--- src/rtl/multicycle_control_fsm_if.sv ---
// Control bundle between the multicycle sequencer (master) and the datapath (slave).
// Carries the decode/handshake inputs, the enable/select lines and the status outputs.
interface multicycle_control_fsm_if #(
  parameter int unsigned CNT_W   = 32,
  parameter int unsigned STATE_W = 4
);
  logic [6:0]         opcode;
  logic               branch_taken;
  logic               mem_ready;
  logic               pc_write;
  logic               old_pc_write;
  logic               ir_write;
  logic               mem_read;
  logic               mem_write;
  logic               addr_sel;
  logic               reg_write;
  logic [1:0]         alu_src_a;
  logic [1:0]         alu_src_b;
  logic [1:0]         alu_op;
  logic [1:0]         pc_src;
  logic [1:0]         wb_sel;
  logic               illegal;
  logic [CNT_W-1:0]   instret;
  logic [STATE_W-1:0] state_dbg;

  modport master (
    input  opcode, branch_taken, mem_ready,
    output pc_write, old_pc_write, ir_write, mem_read, mem_write, addr_sel, reg_write,
    output alu_src_a, alu_src_b, alu_op, pc_src, wb_sel, illegal, instret, state_dbg
  );

  modport slave (
    output opcode, branch_taken, mem_ready,
    input  pc_write, old_pc_write, ir_write, mem_read, mem_write, addr_sel, reg_write,
    input  alu_src_a, alu_src_b, alu_op, pc_src, wb_sel, illegal, instret, state_dbg
  );
endinterface

--- src/rtl/multicycle_control_fsm.sv ---
// Main sequencer of the multicycle RV32I core: walks each instruction through
// fetch/decode/execute/memory/writeback and drives the datapath control lines.
module multicycle_control_fsm #(
  parameter int unsigned CNT_W   = 32,
  parameter int unsigned STATE_W = 4
) (
  input logic                     clk,
  input logic                     reset,
  multicycle_control_fsm_if.master ctrl_io
);

  typedef enum logic [3:0] {
    StFetch, StDecode, StExecR, StExecI, StLui, StAuipc, StAluWb, StMemAddr,
    StMemRd, StMemWb, StMemWr, StBranch, StJal, StJalr, StTrap
  } state_e;

  localparam logic [6:0] OpR     = 7'b0110011;
  localparam logic [6:0] OpI     = 7'b0010011;
  localparam logic [6:0] OpLoad  = 7'b0000011;
  localparam logic [6:0] OpStore = 7'b0100011;
  localparam logic [6:0] OpBr    = 7'b1100011;
  localparam logic [6:0] OpJal   = 7'b1101111;
  localparam logic [6:0] OpJalr  = 7'b1100111;
  localparam logic [6:0] OpLui   = 7'b0110111;
  localparam logic [6:0] OpAuipc = 7'b0010111;
  localparam logic [6:0] OpFence = 7'b0001111;

  state_e           state_q, state_d;
  logic             illegal_q, illegal_d;
  logic [CNT_W-1:0] instret_q, instret_d;

  always_ff @(posedge clk) begin
    if (reset) begin
      state_q   <= StFetch;
      illegal_q <= 1'b0;
      instret_q <= '0;
    end else begin
      state_q   <= state_d;
      illegal_q <= illegal_d;
      instret_q <= instret_d;
    end
  end

  always_comb begin
    state_d              = state_q;
    ctrl_io.pc_write     = 1'b0;
    ctrl_io.old_pc_write = 1'b0;
    ctrl_io.ir_write     = 1'b0;
    ctrl_io.mem_read     = 1'b0;
    ctrl_io.mem_write    = 1'b0;
    ctrl_io.addr_sel     = 1'b0;
    ctrl_io.reg_write    = 1'b0;
    ctrl_io.alu_src_a    = 2'd0;
    ctrl_io.alu_src_b    = 2'd0;
    ctrl_io.alu_op       = 2'd0;
    ctrl_io.pc_src       = 2'd0;
    ctrl_io.wb_sel       = 2'd0;
    // Reset forces every control line low, whatever state is held.
    if (!reset) begin
      unique case (state_q)
        StFetch: begin
          ctrl_io.mem_read  = 1'b1;
          ctrl_io.alu_src_b = 2'd2;
          if (ctrl_io.mem_ready) begin
            ctrl_io.ir_write     = 1'b1;
            ctrl_io.pc_write     = 1'b1;
            ctrl_io.old_pc_write = 1'b1;
            state_d              = StDecode;
          end
        end
        StDecode: begin
          ctrl_io.alu_src_a = 2'd2;
          ctrl_io.alu_src_b = 2'd1;
          case (ctrl_io.opcode)
            OpR:             state_d = StExecR;
            OpI:             state_d = StExecI;
            OpLoad, OpStore: state_d = StMemAddr;
            OpBr:            state_d = StBranch;
            OpJal:           state_d = StJal;
            OpJalr:          state_d = StJalr;
            OpLui:           state_d = StLui;
            OpAuipc:         state_d = StAuipc;
            OpFence:         state_d = StFetch;
            default:         state_d = StTrap;
          endcase
        end
        StExecR: begin
          ctrl_io.alu_src_a = 2'd1;
          ctrl_io.alu_op    = 2'd2;
          state_d           = StAluWb;
        end
        StExecI: begin
          ctrl_io.alu_src_a = 2'd1;
          ctrl_io.alu_src_b = 2'd1;
          ctrl_io.alu_op    = 2'd3;
          state_d           = StAluWb;
        end
        StLui: begin
          ctrl_io.alu_src_a = 2'd3;
          ctrl_io.alu_src_b = 2'd1;
          state_d           = StAluWb;
        end
        StAuipc: begin
          ctrl_io.alu_src_a = 2'd2;
          ctrl_io.alu_src_b = 2'd1;
          state_d           = StAluWb;
        end
        StAluWb: begin
          ctrl_io.reg_write = 1'b1;
          state_d           = StFetch;
        end
        StMemAddr: begin
          ctrl_io.alu_src_a = 2'd1;
          ctrl_io.alu_src_b = 2'd1;
          state_d           = (ctrl_io.opcode == OpLoad) ? StMemRd : StMemWr;
        end
        StMemRd: begin
          ctrl_io.mem_read = 1'b1;
          ctrl_io.addr_sel = 1'b1;
          if (ctrl_io.mem_ready) state_d = StMemWb;
        end
        StMemWb: begin
          ctrl_io.reg_write = 1'b1;
          ctrl_io.wb_sel    = 2'd1;
          state_d           = StFetch;
        end
        StMemWr: begin
          ctrl_io.mem_write = 1'b1;
          ctrl_io.addr_sel  = 1'b1;
          if (ctrl_io.mem_ready) state_d = StFetch;
        end
        StBranch: begin
          ctrl_io.alu_src_a = 2'd1;
          ctrl_io.alu_op    = 2'd1;
          ctrl_io.pc_src    = 2'd1;
          ctrl_io.pc_write  = ctrl_io.branch_taken;
          state_d           = StFetch;
        end
        StJal: begin
          ctrl_io.pc_write  = 1'b1;
          ctrl_io.pc_src    = 2'd1;
          ctrl_io.reg_write = 1'b1;
          ctrl_io.wb_sel    = 2'd2;
          state_d           = StFetch;
        end
        StJalr: begin
          ctrl_io.alu_src_a = 2'd1;
          ctrl_io.alu_src_b = 2'd1;
          ctrl_io.pc_write  = 1'b1;
          ctrl_io.pc_src    = 2'd2;
          ctrl_io.reg_write = 1'b1;
          ctrl_io.wb_sel    = 2'd2;
          state_d           = StFetch;
        end
        StTrap:  state_d = StTrap;
        default: state_d = StFetch;
      endcase
    end
  end

  always_comb begin
    illegal_d = illegal_q | (state_d == StTrap);
    instret_d = instret_q;
    if (state_q != StFetch && state_d == StFetch) instret_d = instret_q + CNT_W'(1);
  end

  assign ctrl_io.illegal   = illegal_q;
  assign ctrl_io.instret   = instret_q;
  assign ctrl_io.state_dbg = STATE_W'(state_q);

endmodule

--- src/flat_wrapper.sv ---
// flat-port wrapper written by rule: the top's interface ports become plain ports
module multicycle_control_fsm_flat 
#(
  parameter int unsigned CNT_W   = 32,
  parameter int unsigned STATE_W = 4
)
  (clk, reset, ctrl_io_opcode, ctrl_io_branch_taken, ctrl_io_mem_ready, ctrl_io_pc_write, ctrl_io_old_pc_write, ctrl_io_ir_write, ctrl_io_mem_read, ctrl_io_mem_write, ctrl_io_addr_sel, ctrl_io_reg_write, ctrl_io_alu_src_a, ctrl_io_alu_src_b, ctrl_io_alu_op, ctrl_io_pc_src, ctrl_io_wb_sel, ctrl_io_illegal, ctrl_io_instret, ctrl_io_state_dbg);
  multicycle_control_fsm_if #(.CNT_W(CNT_W), .STATE_W(STATE_W)) ctrl_io_i ();
  input logic clk;
  input logic reset;
  input wire logic [$bits(ctrl_io_i.opcode)-1:0] ctrl_io_opcode;
  input wire logic [$bits(ctrl_io_i.branch_taken)-1:0] ctrl_io_branch_taken;
  input wire logic [$bits(ctrl_io_i.mem_ready)-1:0] ctrl_io_mem_ready;
  output wire logic [$bits(ctrl_io_i.pc_write)-1:0] ctrl_io_pc_write;
  output wire logic [$bits(ctrl_io_i.old_pc_write)-1:0] ctrl_io_old_pc_write;
  output wire logic [$bits(ctrl_io_i.ir_write)-1:0] ctrl_io_ir_write;
  output wire logic [$bits(ctrl_io_i.mem_read)-1:0] ctrl_io_mem_read;
  output wire logic [$bits(ctrl_io_i.mem_write)-1:0] ctrl_io_mem_write;
  output wire logic [$bits(ctrl_io_i.addr_sel)-1:0] ctrl_io_addr_sel;
  output wire logic [$bits(ctrl_io_i.reg_write)-1:0] ctrl_io_reg_write;
  output wire logic [$bits(ctrl_io_i.alu_src_a)-1:0] ctrl_io_alu_src_a;
  output wire logic [$bits(ctrl_io_i.alu_src_b)-1:0] ctrl_io_alu_src_b;
  output wire logic [$bits(ctrl_io_i.alu_op)-1:0] ctrl_io_alu_op;
  output wire logic [$bits(ctrl_io_i.pc_src)-1:0] ctrl_io_pc_src;
  output wire logic [$bits(ctrl_io_i.wb_sel)-1:0] ctrl_io_wb_sel;
  output wire logic [$bits(ctrl_io_i.illegal)-1:0] ctrl_io_illegal;
  output wire logic [$bits(ctrl_io_i.instret)-1:0] ctrl_io_instret;
  output wire logic [$bits(ctrl_io_i.state_dbg)-1:0] ctrl_io_state_dbg;
  assign ctrl_io_i.opcode = ctrl_io_opcode;
  assign ctrl_io_i.branch_taken = ctrl_io_branch_taken;
  assign ctrl_io_i.mem_ready = ctrl_io_mem_ready;
  assign ctrl_io_pc_write = ctrl_io_i.pc_write;
  assign ctrl_io_old_pc_write = ctrl_io_i.old_pc_write;
  assign ctrl_io_ir_write = ctrl_io_i.ir_write;
  assign ctrl_io_mem_read = ctrl_io_i.mem_read;
  assign ctrl_io_mem_write = ctrl_io_i.mem_write;
  assign ctrl_io_addr_sel = ctrl_io_i.addr_sel;
  assign ctrl_io_reg_write = ctrl_io_i.reg_write;
  assign ctrl_io_alu_src_a = ctrl_io_i.alu_src_a;
  assign ctrl_io_alu_src_b = ctrl_io_i.alu_src_b;
  assign ctrl_io_alu_op = ctrl_io_i.alu_op;
  assign ctrl_io_pc_src = ctrl_io_i.pc_src;
  assign ctrl_io_wb_sel = ctrl_io_i.wb_sel;
  assign ctrl_io_illegal = ctrl_io_i.illegal;
  assign ctrl_io_instret = ctrl_io_i.instret;
  assign ctrl_io_state_dbg = ctrl_io_i.state_dbg;
  multicycle_control_fsm #(.CNT_W(CNT_W), .STATE_W(STATE_W)) u_core (.clk(clk), .reset(reset), .ctrl_io(ctrl_io_i));
endmodule
--- config.mk ---
export PLATFORM = sky130hd
export DESIGN_NAME = multicycle_control_fsm_flat
export DESIGN_NICKNAME = d
export VERILOG_FILES = /design/src/rtl/multicycle_control_fsm_if.sv /design/src/rtl/multicycle_control_fsm.sv /design/src/flat_wrapper.sv
export SDC_FILE = /design/constraint.sdc
export NUM_CORES = 1
export LEC_CHECK = 0
export ABC_AREA = 1
export ABC_CLOCK_PERIOD_IN_PS = 3400
export BUFFER_PORTS_ARGS = -buffer_cell sky130_fd_sc_hd__buf_2
export CORE_AREA = 2 2 82 84
export CTS_BUF_LIST = sky130_fd_sc_hd__clkbuf_16
export DETAILED_ROUTE_END_ITERATION = 10
export DIE_AREA = 0 0 84 86
export PLACE_DENSITY = 0.77
export SLEW_MARGIN = 20
export SYNTH_ARGS = -nofsm -noshare
export SYNTH_HDL_FRONTEND = slang
export SYNTH_SLANG_ARGS = --single-unit
--- constraint.sdc ---
create_clock -name clk -period 3.4 [get_ports clk]
set_input_delay 0.51 -clock clk [delete_from_list [all_inputs] [get_ports clk]]
set_output_delay 0.51 -clock clk [all_outputs]
set_load 0.005 [all_outputs]
### Word level (Yosys, flattened, before mapping)

Index checks and enable logic that the tools add are counted.

* mux-type cells: 30
* bitwise logic cells: 1
* shifts and indexed selects: 0
* $mul: 0
* divide/modulo/power cells: 0
* eq/ne operators: 25
* magnitude comparators: 0
* add/sub/neg operators: 1
* reduce and logical (&&, ||, !) cells: 14

Operator list (count)
* $pmux 4 s9: 1
* $add 32x1->32 const B: 1
* $eq 4x4->1 const B: 8
* $pmux 4 s7: 1
* $eq 7x6->1 const B: 3
* $eq 7x7->1 const B: 3
* $eq 4x3->1 const B: 4
* $mux 4: 4
* $eq 7x5->1 const B: 2
* $mux 1: 12
* $mux 2: 6
* $pmux 2 s2: 3
* $pmux 2 s3: 2
* $reduce_or 2->1: 6
* $eq 4x2->1 const B: 2
* $logic_not 4->1: 2
* $reduce_or 4->1: 2
* $eq 7x2->1 const B: 1
* $eq 7x4->1 const B: 1
* $reduce_or 6->1: 1
* $reduce_or 5->1: 1
* $eq 4x1->1 const B: 1
* $reduce_bool 4->1: 1
* $pmux 1 s3: 1
* other kinds (2): 2

* memories: 0
* input port bits: 11
* bits in read-only memories: 0
* output and inout port bits: 54
* latch bits: 0
* bits in writable memories: 0
* bits in registers: 37
* word-level logic and storage cells: 74

### Depth between registers and ports, before layout

Gate-level depths: netlist of run 1.

* depth in word-level cells: 7
* mapped depth: 17
* mapped depth without buffers: 16

### Worst setup path before layout of run 1

No wires, ideal clock.

* kind: input-to-reg
* start point: input port ctrl_io_opcode[1]
* end point: register u_core.instret_q[26], in the netlist u_core.ctrl_io.instret[26]
* arrival time: 1.791 ns
* slack: 1.476 ns
* required time: 3.268 ns
* cell stages on the path: 16
* path through: nand2_1 > nor2_2 > nand2_1 > nand2_1 > nor2_1 > nand2_2 > nand2_1 > nand2_1 > nand2_1 > nand2_2 > nand2_4 > nor2_8 > nand2_4 > buf_6 > nand2_1 > a21oi_1

* cells in the longest elaborated chain, start to end: 7

RTL lines
* start, declared: line flat_wrapper.sv:11 `input wire logic [$bits(ctrl_io_i.opcode)-1:0] ctrl_io_opcode;`
* $eq 7x6->1 / $eq 7x2->1 (equally long branches): line multicycle_control_fsm.sv:74, multicycle_control_fsm.sv:115
* $reduce_or 2->1: line multicycle_control_fsm.sv:74 `case (ctrl_io.opcode)`
* $pmux 4 s9: line multicycle_control_fsm.sv:74
* $pmux 4 s7 *: line multicycle_control_fsm.sv:60 `unique case (state_q)`
* $mux 4 *: line multicycle_control_fsm.sv:59 `if (!reset) begin`
* $logic_not 4->1 *: line multicycle_control_fsm.sv:164 `if (state_q != StFetch && state_d == StFetch) instret_d = instret_q + CNT_W'(1);`
* $logic_and 1x1->1 *: line multicycle_control_fsm.sv:164
* end signal, assigned: line multicycle_control_fsm.sv:40 `instret_q <= instret_d;`
* end, declared: line multicycle_control_fsm.sv:30 `logic [CNT_W-1:0] instret_q, instret_d;`

Every way passes the cells marked *; elsewhere a longest branch is shown, timed or not.
A chain may end at the register's enable or synchronous reset.

### Worst setup path in the final report of run 1

* start point: register u_core.state_q[2], in the netlist u_core.ctrl_io.state_dbg[2]
* end point: output port ctrl_io_alu_src_a[0]

* cells in the longest elaborated chain, start to end: 4

RTL lines
* start, declared: line multicycle_control_fsm.sv:28 `state_e state_q, state_d;`
* start signal, assigned: line multicycle_control_fsm.sv:34 `state_q <= StFetch;`
* start signal, assigned: line multicycle_control_fsm.sv:38 `state_q <= state_d;`
* $eq 4x4->1, or another cell as far along: line multicycle_control_fsm.sv:60
* $reduce_or 5->1 (no source line) / $reduce_or 2->1 (equally long branches)
* $pmux 2 s3 *: line multicycle_control_fsm.sv:60
* $mux 2 *: line multicycle_control_fsm.sv:59
* end, declared: line flat_wrapper.sv:21 `output wire logic [$bits(ctrl_io_i.alu_src_a)-1:0] ctrl_io_alu_src_a;`

Marks and branches as above.

==> flow_summary.ini, run 1 <==
[pwr]
design_power_total_mw = 1.79
power_density_cells_nw_per_um2 = 564
leakagePower_nw = 1.49
vdd.ir_drop.worst_mv = 0.401

[floorplanning]
io_pins = 65
core-area_um2 = 6280
floorplan.initialDensity_pct = 43.0
row_count = 29
height_of_the_die_um = 86
die-area_um2 = 7220
die_w_um = 84

[setup_path]
worst_setup_path_start_kind = flip-flop
arrival_worst_endpoint_ns = 1.65
critPathRequiredTime_ns = 2.89
slowest_delay_ns = 0.44
critical_path.cell_chain = inv_1, nor2_1, nand2_1, a41oi_1, buf_2
critical_path_class = flip-flop to output pin
worstSetupEndpointType = output pin
critical_path.max_fanout = 6
critical_path.slowest_cell = sky130_fd_sc_hd__dfxtp_1
critical-path-top-delay-family = flip-flops
cp_num_buf_inv = 2

[sta]
clock_skew_ns = 0.00776
setup_viol = 0
post-route-period-util_pct = 63.5
layout_min_cycle_time_ns = 2.16
grt_setup_unrepaired = false
worst-slew-pin-transition_ns = 0.481
relative_slew_margins_pct = 68.0
fin_setup_tns_ns = 0
hold_viol_final = 0
slew_violations = 0
fmaxAchievable_mhz = 463

[yosys]
syn_area_per_cell_um2 = 6.29
synth_cells = 429
number_of_distinct_library_cell_variants_in_the_gate_level_netlist_after_synthesis = 28
ys_seq_elements = 37
yosysSeqAreaShare_pct = 27.4
synthesized_net_count = 441
synthesis.yosys.warnings = 0
netlist_area_um2 = 2700

[place]
place.detailed.hpwl_um = 5320
io_buffers = 64
finalWeightedCongestion = 1.03

[route]
routed_wl_um = 7120
num_vias = 2927
drt-initial-drc-count = 127
routed_via_density = 5.18
drc_errors = 0
drt-wirelength-per-cell_um = 12.6
antenna_nets_post_route = 0
drt_pre_antenna_iters = 4

[clock_network]
cts_root_cell = sky130_fd_sc_hd__clkbuf_16
worstSkewPairLatency_ns = 0.29
cts_post_setup_buffers_inserted = 0
total_cts_buffers = 5
cts_tree = built
clock_path_buffers = 2
post_cts_resize_count = 0
htree_num_levels = 2
hold_buffers = 0
cts.sinks = 37
clkTransAtPathRegs_ns = 0.06

[grt]
grt.met3_usage_pct = 3.27
grt_use_met1_pct = 23.2
via_count_of_the_first_global_routing_pass = 2708
grt_busiest_layer = met2
global_route.usage.total_pct = 19.3
grt.met2_usage_pct = 34.1
grt_max_degree = 49
overflow = 0
grt_antenna_before_repair = 0
first_pass_grt_wire_length_um = 11700

[layout]
final_layout_size_suffix_gt1_share_pct = 19.1
multi_input_area_um2 = 1700
commonest_non_fill_non_tap_cell_in_the_layout = sky130_fd_sc_hd__nand2_1
highest_count_cells_in_the_layout_ignoring_fill_and_taps = sky130_fd_sc_hd__nand2_1, sky130_fd_sc_hd__buf_2, sky130_fd_sc_hd__nor2_1, sky130_fd_sc_hd__nand3_1, sky130_fd_sc_hd__a21oi_1
num_antenna_cells = 0
layout_overhead_on_the_synthesized_area_pct = 17.7
design.final.nets = 499
layout.area.seq_um2 = 741
fillCellCount = 631

[outcome]
status = finished, final reports clean

[flow_run]
number_of_maximum_capacitance_constraint_violations = 0

[worst_hold_path]
worst_hold_path_type = flip-flop to flip-flop
-- cells in the mapped netlist --
library cell / number / area [um^2]
sky130_fd_sc_hd__a21oi_1: 40 / 200
sky130_fd_sc_hd__a31oi_1: 3 / 18.8
sky130_fd_sc_hd__a41oi_1: 1 / 8.76
sky130_fd_sc_hd__buf_1: 1 / 3.75
sky130_fd_sc_hd__buf_2: 1 / 5.00
sky130_fd_sc_hd__buf_4: 1 / 7.51
sky130_fd_sc_hd__buf_6: 9 / 101
sky130_fd_sc_hd__clkbuf_1: 4 / 15.0
sky130_fd_sc_hd__dfxtp_1: 37 / 741
sky130_fd_sc_hd__ha_1: 1 / 12.5
sky130_fd_sc_hd__inv_1: 29 / 109
sky130_fd_sc_hd__inv_2: 4 / 15.0
sky130_fd_sc_hd__nand2_1: 132 / 495
sky130_fd_sc_hd__nand2_2: 5 / 31.3
sky130_fd_sc_hd__nand2_4: 3 / 33.8
sky130_fd_sc_hd__nand3_1: 42 / 210
sky130_fd_sc_hd__nand3_2: 1 / 10.0
sky130_fd_sc_hd__nand4_1: 4 / 25.0
sky130_fd_sc_hd__nor2_1: 51 / 191
sky130_fd_sc_hd__nor2_2: 2 / 12.5
sky130_fd_sc_hd__nor2_4: 1 / 11.3
sky130_fd_sc_hd__nor2_8: 2 / 40.0
sky130_fd_sc_hd__nor3_1: 15 / 75.1
sky130_fd_sc_hd__nor4_1: 8 / 50.1
sky130_fd_sc_hd__o21a_1: 1 / 7.51
sky130_fd_sc_hd__o21ai_1: 1 / 5.00
sky130_fd_sc_hd__xnor2_1: 11 / 96.3
sky130_fd_sc_hd__xor2_1: 19 / 166
-- worst reg2reg max path, delay by kind of cell (launching register included) --
kind	cells	cell delay [ns]
buf+inv	1	0.13
compound gates	2	0.29
simple gates	9	1.19
flops	1	0.44
-- power breakdown --
group | switching (mW) | leakage [nW] | internal [mW]
combinational | 0.543 | 1.11 | 0.219
sequential | 0.0407 | 0.299 | 0.457
clock | 0.187 | 0.0800 | 0.347
total | 0.771 | 1.49 | 1.02
-- layout make-up --
class / instances / share of cell area, %
clock buffers: 5 / 3.94
clock inverters: 3 / 1.46
flip-flops and latches: 37 / 23.3
inverters: 33 / 3.90
repair buffers: 67 / 10.8
multi-input cells: 343 / 53.6
well taps: 77 / 3.03
-- path summary, 6_finish.rpt --
check,from,to,slack [ns],cells after the start
max,u_core.ctrl_io.state_dbg[2]$_SDFF_PP0_,ctrl_io_alu_src_a[0],1.24,5
min,u_core.ctrl_io.illegal$_SDFF_PP0_,u_core.ctrl_io.illegal$_SDFF_PP0_,0.47,2
max reg2reg,u_core.ctrl_io.state_dbg[2]$_SDFF_PP0_,u_core.ctrl_io.instret[22]$_SDFFE_PP0P_,1.27,12
min reg2reg,u_core.ctrl_io.illegal$_SDFF_PP0_,u_core.ctrl_io.illegal$_SDFF_PP0_,0.47,2
-- cell families (layout without fill, tap and decap cells) --
logic type                 after synthesis  count (layout)  share of synthesized area (%)
AOI/OAI and AO/OA                       46              46                           8.90
and+or+nand+nor                        266             266                           43.9
xor gates and xnor gates                30              30                           9.74
buffers and inverters                   49             108                           9.50
DFF                                     37              37                           27.4
adders and majority gates                1               1                          0.464
-- registers in the layout, summed over array words and instances (netlist names) --
name / cells
u_core.ctrl_io.illegal: 1
u_core.ctrl_io.instret: 32
u_core.ctrl_io.state_dbg: 4
-- per-stage QoR --
stage                     cell area (um^2)  utilization (%)  worst slack (ns)  hold slack, ns  std cells
final                                 3180             50.6              1.24           0.472        565
after CTS                             3180             50.6              1.25           0.481        565
after floorplan                       2700                -              1.48           0.463        429
after global placement                3010             47.9              1.06           0.451        557
after detailed placement              3010             47.9             0.976           0.465        557
after global routing                  3180             50.6             0.991           0.517        565
-- layer usage --
metal,vias to the layer above,part of all wire (%)
met5,-,0
met4,0,2.7
met3,20,6.0
met2,105,48
met1,1295,43
li1,1507,-
(Power assumes the default switching activity.)
==> run 2: changes to the inputs <==
- ABC_AREA: 1 -> 0
- ABC_CLOCK_PERIOD_IN_PS: 3400 -> 1900
- CORE_AREA: 2 2 82 84 -> 2 2 75 77
- DIE_AREA: 0 0 84 86 -> 0 0 77 79
- PLACE_DENSITY: 0.77 -> 0.82
- clock period: 3.4 -> 1.9 ns (I/O delays scaled with it)
==> run 2 against run 1 <==
The run now ends with negative setup slack left. Global-route usage up 5.8 points. Count of clock-buffer cells in the layout unchanged. Wire length up 27%. Cell count down 8.3%. Non-clock buffer count up 88. Cell area up 23%. Core utilization up 22 points. Via count up 5.8%. Worst hold slack worse by 0.11 ns. Critical path type is now flip-flop to flip-flop. Critical endpoint is now u_core.ctrl_io.instret[9]$_SDFFE_PP0P_.
==> flow_summary.ini, run 2 <==
[yosys]
synth_enable_flop_cells = 0
synth_top_cell_by_area = sky130_fd_sc_hd__dfxtp_1
synthesized_net_count = 315
synthesis.yosys.warnings = 0
synth_top_cells_by_area = sky130_fd_sc_hd__dfxtp_1, sky130_fd_sc_hd__a21oi_1, sky130_fd_sc_hd__o21ai_0
async_reset_ff_share_pct = 0
ys_seq_elements = 37
syn_area_per_cell_um2 = 7.48
synthFlopType = sky130_fd_sc_hd__dfxtp_1
synthMostInstantiatedCell = sky130_fd_sc_hd__dfxtp_1
synth_top_cells_by_count = sky130_fd_sc_hd__dfxtp_1, sky130_fd_sc_hd__a21oi_1, sky130_fd_sc_hd__o21ai_0
netlist_area_um2 = 2270
synth_cells = 303
number_of_distinct_library_cell_variants_in_the_gate_level_netlist_after_synthesis = 51
post-synth-top-area-fraction_pct = 32.7
yosysSeqAreaShare_pct = 32.7

[pwr]
power.share.clock_pct = 28.7
switchingPower_mw = 1.28
combPwrFrac_pct = 47.3
leakagePower_nw = 1.69
swShare_pct = 33.5
power.share.sequential_pct = 24.0
power_density_cells_nw_per_um2 = 981
vdd.ir_drop.worst_mv = 0.653
p_int_mw = 2.54

[place]
place.detailed.hpwl_um = 4850
post-place-ws_ns = -0.649
io_buffers = 64
finalWeightedCongestion = 0.925

[route]
drc_errors = 0
drt-wirelength-per-cell_um = 17.4
drt-initial-drc-count = 321
drt_pre_antenna_iters = 5
num_vias = 3096
routed_via_density = 5.98
routed_wl_um = 9030
antenna_nets_post_route = 0

[floorplanning]
die_w_um = 77
core-area_um2 = 5340
floorplan.initialDensity_pct = 42.5
row_count = 27
height_of_the_die_um = 79
die-area_um2 = 6080
io_pins = 65

[sta]
layout_min_cycle_time_ns = 2.35
hold_viol_final = 0
relative_slew_margins_pct = 69.5
clock_skew_ns = 0.0103
setup_viol = 39
grt_setup_unrepaired = true
post-route-period-util_pct = 124
fin_setup_tns_ns = -12.08
worst-slew-pin-transition_ns = 0.457
slew_violations = 0
worst_slack_ns = -0.447
fmaxAchievable_mhz = 426

[grt]
grt_busiest_layer = met2
grt.met2_usage_pct = 44.7
grt_antenna_before_repair = 0
grt.met3_usage_pct = 3.86
global_route.usage.total_pct = 25.1
overflow = 0
grt_max_degree = 22
grt_use_met1_pct = 30.1
via_count_of_the_first_global_routing_pass = 2730
first_pass_grt_wire_length_um = 12400

[setup_path]
worstSetupEndpointType = flip-flop
critical_path_cell_count = 9
crit_end = u_core.ctrl_io.instret[9]$_SDFFE_PP0P_
critical_path.slowest_cell = sky130_fd_sc_hd__a311o_1
crit-reg2reg-launch = u_core.ctrl_io.state_dbg[3]$_SDFF_PP0_
critical-path-top-delay-family = simple AND/OR/NAND/NOR gates
slowest_delay_ns = 0.40
critical_path_class = flip-flop to flip-flop
critical_path.cell_chain = nand2b_4, a311o_1, o21bai_4, and4_4, nand4_1, buf_4, buf_6, or3_1, a21oi_1
timing.reg2reg.worst_path_depth = 9
critPathRequiredTime_ns = 2.12
cp_num_buf_inv = 2
arrival_worst_endpoint_ns = 2.56
rrSetupSlack_ns = -0.45
worst_setup_path_start_kind = flip-flop
critical_path.max_fanout = 7
crit-reg2reg-capture = u_core.ctrl_io.instret[9]$_SDFFE_PP0P_
cp-startpoint = u_core.ctrl_io.state_dbg[3]$_SDFF_PP0_

[flow_run]
number_of_maximum_capacitance_constraint_violations = 0

[clock_network]
cts.sinks = 37
total_cts_buffers = 5
worstSkewPairLatency_ns = 0.29
clock_path_buffers = 2
cts_root_cell = sky130_fd_sc_hd__clkbuf_16
htree_num_levels = 2
cts_tree = built
clkTransAtPathRegs_ns = 0.06
hold_buffers = 0

[layout]
num_antenna_cells = 0
utilization_pct = 72.9
design.final.nets = 457
highest_count_cells_in_the_layout_ignoring_fill_and_taps = sky130_fd_sc_hd__buf_4, sky130_fd_sc_hd__buf_2, sky130_fd_sc_hd__dfxtp_1, sky130_fd_sc_hd__a21oi_1, sky130_fd_sc_hd__nor2_1
final_layout_size_suffix_gt1_share_pct = 48.4
commonest_non_fill_non_tap_cell_in_the_layout = sky130_fd_sc_hd__buf_4
number_of_flip_flops_under_the_largest_register_name = 32
layout_overhead_on_the_synthesized_area_pct = 71.8

[worst_hold_path]
worst_hold_path_type = primary input to flip-flop

[outcome]
status = complete, but fails checks
violations = negative setup slack
-- run 2: cell types whose count changed in the layout (fill, tap and decap cells not counted), sizes merged, moves of 10 or more --
cell / previous run / this run
xnor2: 11 / 1
nor2: 56 / 27
xor2: 19 / 2
or3: 0 / 22
nand2: 140 / 15
nor2b: 0 / 11
nand3: 43 / 11
inv: 33 / 13
o31ai: 0 / 10
o21ai: 1 / 28
buf: 67 / 154
-- run 2: worst min path at each step --
stage / startpoint / to / slack [ns] / cells after the start
after floorplan: ctrl_io_mem_ready / u_core.ctrl_io.state_dbg[0]$_SDFF_PP0_ / 0.42 / 2
after global placement: u_core.ctrl_io.instret[31]$_SDFFE_PP0P_ / u_core.ctrl_io.instret[31]$_SDFFE_PP0P_ / 0.47 / 2
after detailed placement: u_core.ctrl_io.illegal$_SDFF_PP0_ / u_core.ctrl_io.illegal$_SDFF_PP0_ / 0.48 / 2
after CTS: ctrl_io_mem_ready / u_core.ctrl_io.state_dbg[0]$_SDFF_PP0_ / 0.37 / 4
after global routing: ctrl_io_mem_ready / u_core.ctrl_io.state_dbg[0]$_SDFF_PP0_ / 0.41 / 4
final: ctrl_io_mem_ready / u_core.ctrl_io.state_dbg[0]$_SDFF_PP0_ / 0.37 / 4
-- run 2: area by class of cell --
| type | count | area [um^2] |
|---|---|---|
| clock inverter | 3 | 65.1 |
| tap | 72 | 90.1 |
| sequential | 37 | 756 |
| fill | 354 | 1450 |
| timing repair buffer | 155 | 1140 |
| clock buffer | 5 | 125 |
| inverter | 13 | 51.3 |
| multi-input combinational | 233 | 1660 |
-- run 2: stage by stage --
| stage | hold WS, ns | total power, mW | cell area [um^2] | instances |
|---|---|---|---|---|
| global placement | 0.470 | 2.05 | 3140 | 488 |
| detailed placement | 0.476 | 2.09 | 3140 | 488 |
| CTS | 0.370 | 3.46 | 3630 | 512 |
| floorplan | 0.424 | 1.54 | 2290 | 303 |
| global route | 0.414 | 3.97 | 3890 | 518 |
| finish | 0.366 | 3.82 | 3890 | 518 |
-- run 2: worst register-to-register path: stages, from the launching register on --
cell	delay, ns
sky130_fd_sc_hd__dfxtp_4	0.38
sky130_fd_sc_hd__nand2b_4	0.15
sky130_fd_sc_hd__a311o_1	0.41
sky130_fd_sc_hd__o21bai_4	0.13
sky130_fd_sc_hd__and4_4	0.23
sky130_fd_sc_hd__nand4_1	0.13
sky130_fd_sc_hd__buf_4	0.19
sky130_fd_sc_hd__buf_6	0.13
sky130_fd_sc_hd__or3_1	0.37
sky130_fd_sc_hd__a21oi_1	0.16
-- run 2: repair_timing --
action | in CTS | in global routing
pin swaps | 23 | 12
hold endpoints to repair | 0 | 0
cloned | 3 | 1
endpoints found under the setup margin | 38 | 44
buffers inserted | 13 | 6
gates resized for setup | 52 | 51
-- run 2: routing by layer --
metal  wire length, um  share of wire [%]  vias up
li1                  -                  -     1398
met1              3450                 38     1478
met2              4530                 50      179
met3               676                7.5       41
met4               378                4.2        0
met5                 0                  0        -
-- run 2: logic make-up after synthesis --
kind of cell | synth area share [%]
muxes | 1.38
adders and majority gates | 0.552
AOI/OAI and AO/OA | 23.9
xor gates and xnor gates | 1.16
DFF | 32.7
and+or+nand+nor | 34.5
buffers and inverters | 5.91
-- run 2: power groups by stage --
stage,sequential (mW),clock [mW],combinational [mW]
6_report,0.915,1.10,1.81
5_1_grt,0.923,1.12,1.92
4_1_cts,0.909,1.08,1.48
3_5_place_dp,0.909,0,1.18
3_3_place_gp,0.906,0,1.15
2_1_floorplan,0.886,0,0.651
==> run 3: changes to the inputs <==
- CTS_CLUSTER_SIZE: not set -> 28
- PLACE_DENSITY: 0.82 -> not set
- PLACE_DENSITY_LB_ADDON: not set -> 0.05
==> run 3 against run 2 <==
The run still ends with negative setup slack left. Wire length is 25% lower. Global-route usage down 2.4 points. First-iteration DRC count down 59%. Cell count is 1.5% lower. Setup slack improved by 0.0030 ns. Core utilization decreased by 6.3 points. Worst hold slack got worse by 0.0083 ns. Sequential power fell by 2%.
==> flow_summary.ini, run 3 (synthesis results as in run 2) <==
[clock_network]
hold_buffers = 0
cts_tree = built
total_cts_buffers = 5
cts_root_cell = sky130_fd_sc_hd__clkbuf_16
worstSkewPairLatency_ns = 0.28
cts.sinks = 37
htree_num_levels = 2
clkTransAtPathRegs_ns = 0.06
clock_path_buffers = 2

[grt]
grt_max_degree = 26
via_count_of_the_first_global_routing_pass = 2543
overflow = 0
global_route.usage.total_pct = 22.7
grt_antenna_before_repair = 0
first_pass_grt_wire_length_um = 11300

[sta]
hold_viol_final = 0
relative_slew_margins_pct = 72.0
fmaxAchievable_mhz = 427
layout_min_cycle_time_ns = 2.34
post-route-period-util_pct = 123
setup_viol = 35
slew_violations = 0
clock_skew_ns = 0.00782
worst_slack_ns = -0.444
worst-slew-pin-transition_ns = 0.419
grt_setup_unrepaired = true
finalHoldWorstSlack_ns = 0.357

[route]
routed_via_density = 5.34
num_vias = 2723
routed_wl_um = 6790
drt-initial-drc-count = 131
drt-wirelength-per-cell_um = 13.3
drt_pre_antenna_iters = 4
drc_errors = 0
antenna_nets_post_route = 0

[pwr]
vdd.ir_drop.worst_mv = 0.851
power_density_cells_nw_per_um2 = 854
design_power_total_mw = 3.04
leakagePower_nw = 1.56

[layout]
fin_cells = 510
design.final.nets = 449
highest_count_cells_in_the_layout_ignoring_fill_and_taps = sky130_fd_sc_hd__buf_4, sky130_fd_sc_hd__buf_2, sky130_fd_sc_hd__dfxtp_1, sky130_fd_sc_hd__nor2_1, sky130_fd_sc_hd__a21oi_1
design_area_um2 = 3560
layout_overhead_on_the_synthesized_area_pct = 56.9
final_layout_size_suffix_gt1_share_pct = 42.2
number_of_flip_flops_under_the_largest_register_name = 32
commonest_non_fill_non_tap_cell_in_the_layout = sky130_fd_sc_hd__buf_4
num_antenna_cells = 0

[floorplanning]
die_w_um = 77
die-area_um2 = 6080
core-area_um2 = 5340
floorplan.initialDensity_pct = 42.5
io_pins = 65
height_of_the_die_um = 79
row_count = 27

[place]
placement.cell_area_um2 = 3190
placed_cells_incl_taps = 493
place.detailed.hpwl_um = 4720
finalWeightedCongestion = 0.828
io_buffers = 64

[setup_path]
worst_setup_path_start_kind = flip-flop
critical_path.slowest_cell = sky130_fd_sc_hd__or4_4
worstSetupEndpointType = flip-flop
critPathRequiredTime_ns = 2.11
critical_path.max_fanout = 7
critical_path_class = flip-flop to flip-flop
arrival_worst_endpoint_ns = 2.56
critical_path.cell_chain = nand2b_4, a311o_1, o21bai_2, and4_4, nand4_1, buf_4, buf_12, or4_4, a21oi_2
slowest_delay_ns = 0.48

[outcome]
violations = negative setup slack
status = complete, but fails checks

[flow_run]
number_of_maximum_capacitance_constraint_violations = 0

[worst_hold_path]
worst_hold_path_type = primary input to flip-flop
==> run 3: cell types whose count changed in the layout (fill, tap and decap cells not counted), moves of 3 or more <==
cell / delta
sky130_fd_sc_hd__nor2_2: -3
sky130_fd_sc_hd__nor2b_1: +3
sky130_fd_sc_hd__o21ai_0: -3
sky130_fd_sc_hd__or3_4: -4
sky130_fd_sc_hd__nor2_1: +5
sky130_fd_sc_hd__buf_4: +6
sky130_fd_sc_hd__buf_8: -4
sky130_fd_sc_hd__o31ai_1: +4
sky130_fd_sc_hd__buf_6: -14
sky130_fd_sc_hd__or3_1: +4
sky130_fd_sc_hd__o31ai_2: -3
==> run 3: worst paths after layout <==
path	to	startpoint	cells past startpoint	slack (ns)
min reg2reg	u_core.ctrl_io.illegal$_SDFF_PP0_	u_core.ctrl_io.illegal$_SDFF_PP0_	2	0.49
min	u_core.ctrl_io.state_dbg[0]$_SDFF_PP0_	ctrl_io_mem_ready	4	0.36
max reg2reg	u_core.ctrl_io.instret[31]$_SDFFE_PP0P_	u_core.ctrl_io.state_dbg[3]$_SDFF_PP0_	9	-0.44
max	u_core.ctrl_io.instret[31]$_SDFFE_PP0P_	u_core.ctrl_io.state_dbg[3]$_SDFF_PP0_	9	-0.44
==> run 3: report_power, final <==
group | internal (mW) | switching, mW | total, mW
logic | 0.698 | 0.631 | 1.33
registers | 0.830 | 0.0702 | 0.900
clock network | 0.481 | 0.328 | 0.809
==> run 3: metal layers <==
metal	vias up	track usage (%)	wire length, um
met5	-	0	0
met4	0	6.96	114
met3	12	3.30	193
met2	52	43.4	3580
met1	1264	25.9	2910
li1	1395	-	-
==> run 3: final cells by class <==
class                      instances  area, um^2
clock inverter                     3        17.5
inverter                          13        51.3
fill                             493        1780
clock buffer                       5         125
timing repair buffer             147        1030
sequential                        37         751
tap                               72        90.1
multi-input combinational        233        1500
==> run 3: critical path: cells and delay by family, from the launching register on <==
family	cells	cell delay, ns
buffers and inverters	2	0.29
AO/OA/AOI/OAI	3	0.67
flip-flops	1	0.36
AND/OR/NAND/NOR	4	0.96
==> run 3: per-stage QoR <==
step           worst slack (ns)  setup TNS [ns]  util, %
2_1_floorplan            -0.358           -7.43        -
3_3_place_gp             -0.597          -14.03     59.7
3_5_place_dp             -0.648          -14.59     59.7
4_1_cts                  -0.468          -11.67     65.6
5_1_grt                  -0.530          -14.29     66.6
6_report                 -0.444          -10.75     66.6
==> run 3: timing repair <==
| action | CTS | global route |
|---|---|---|
| endpoints found under the setup margin | 36 | 39 |
| pin swaps | 14 | 3 |
| resized for setup | 19 | 26 |
| gates cloned | 2 | 0 |
| setup buffers | 5 | 2 |
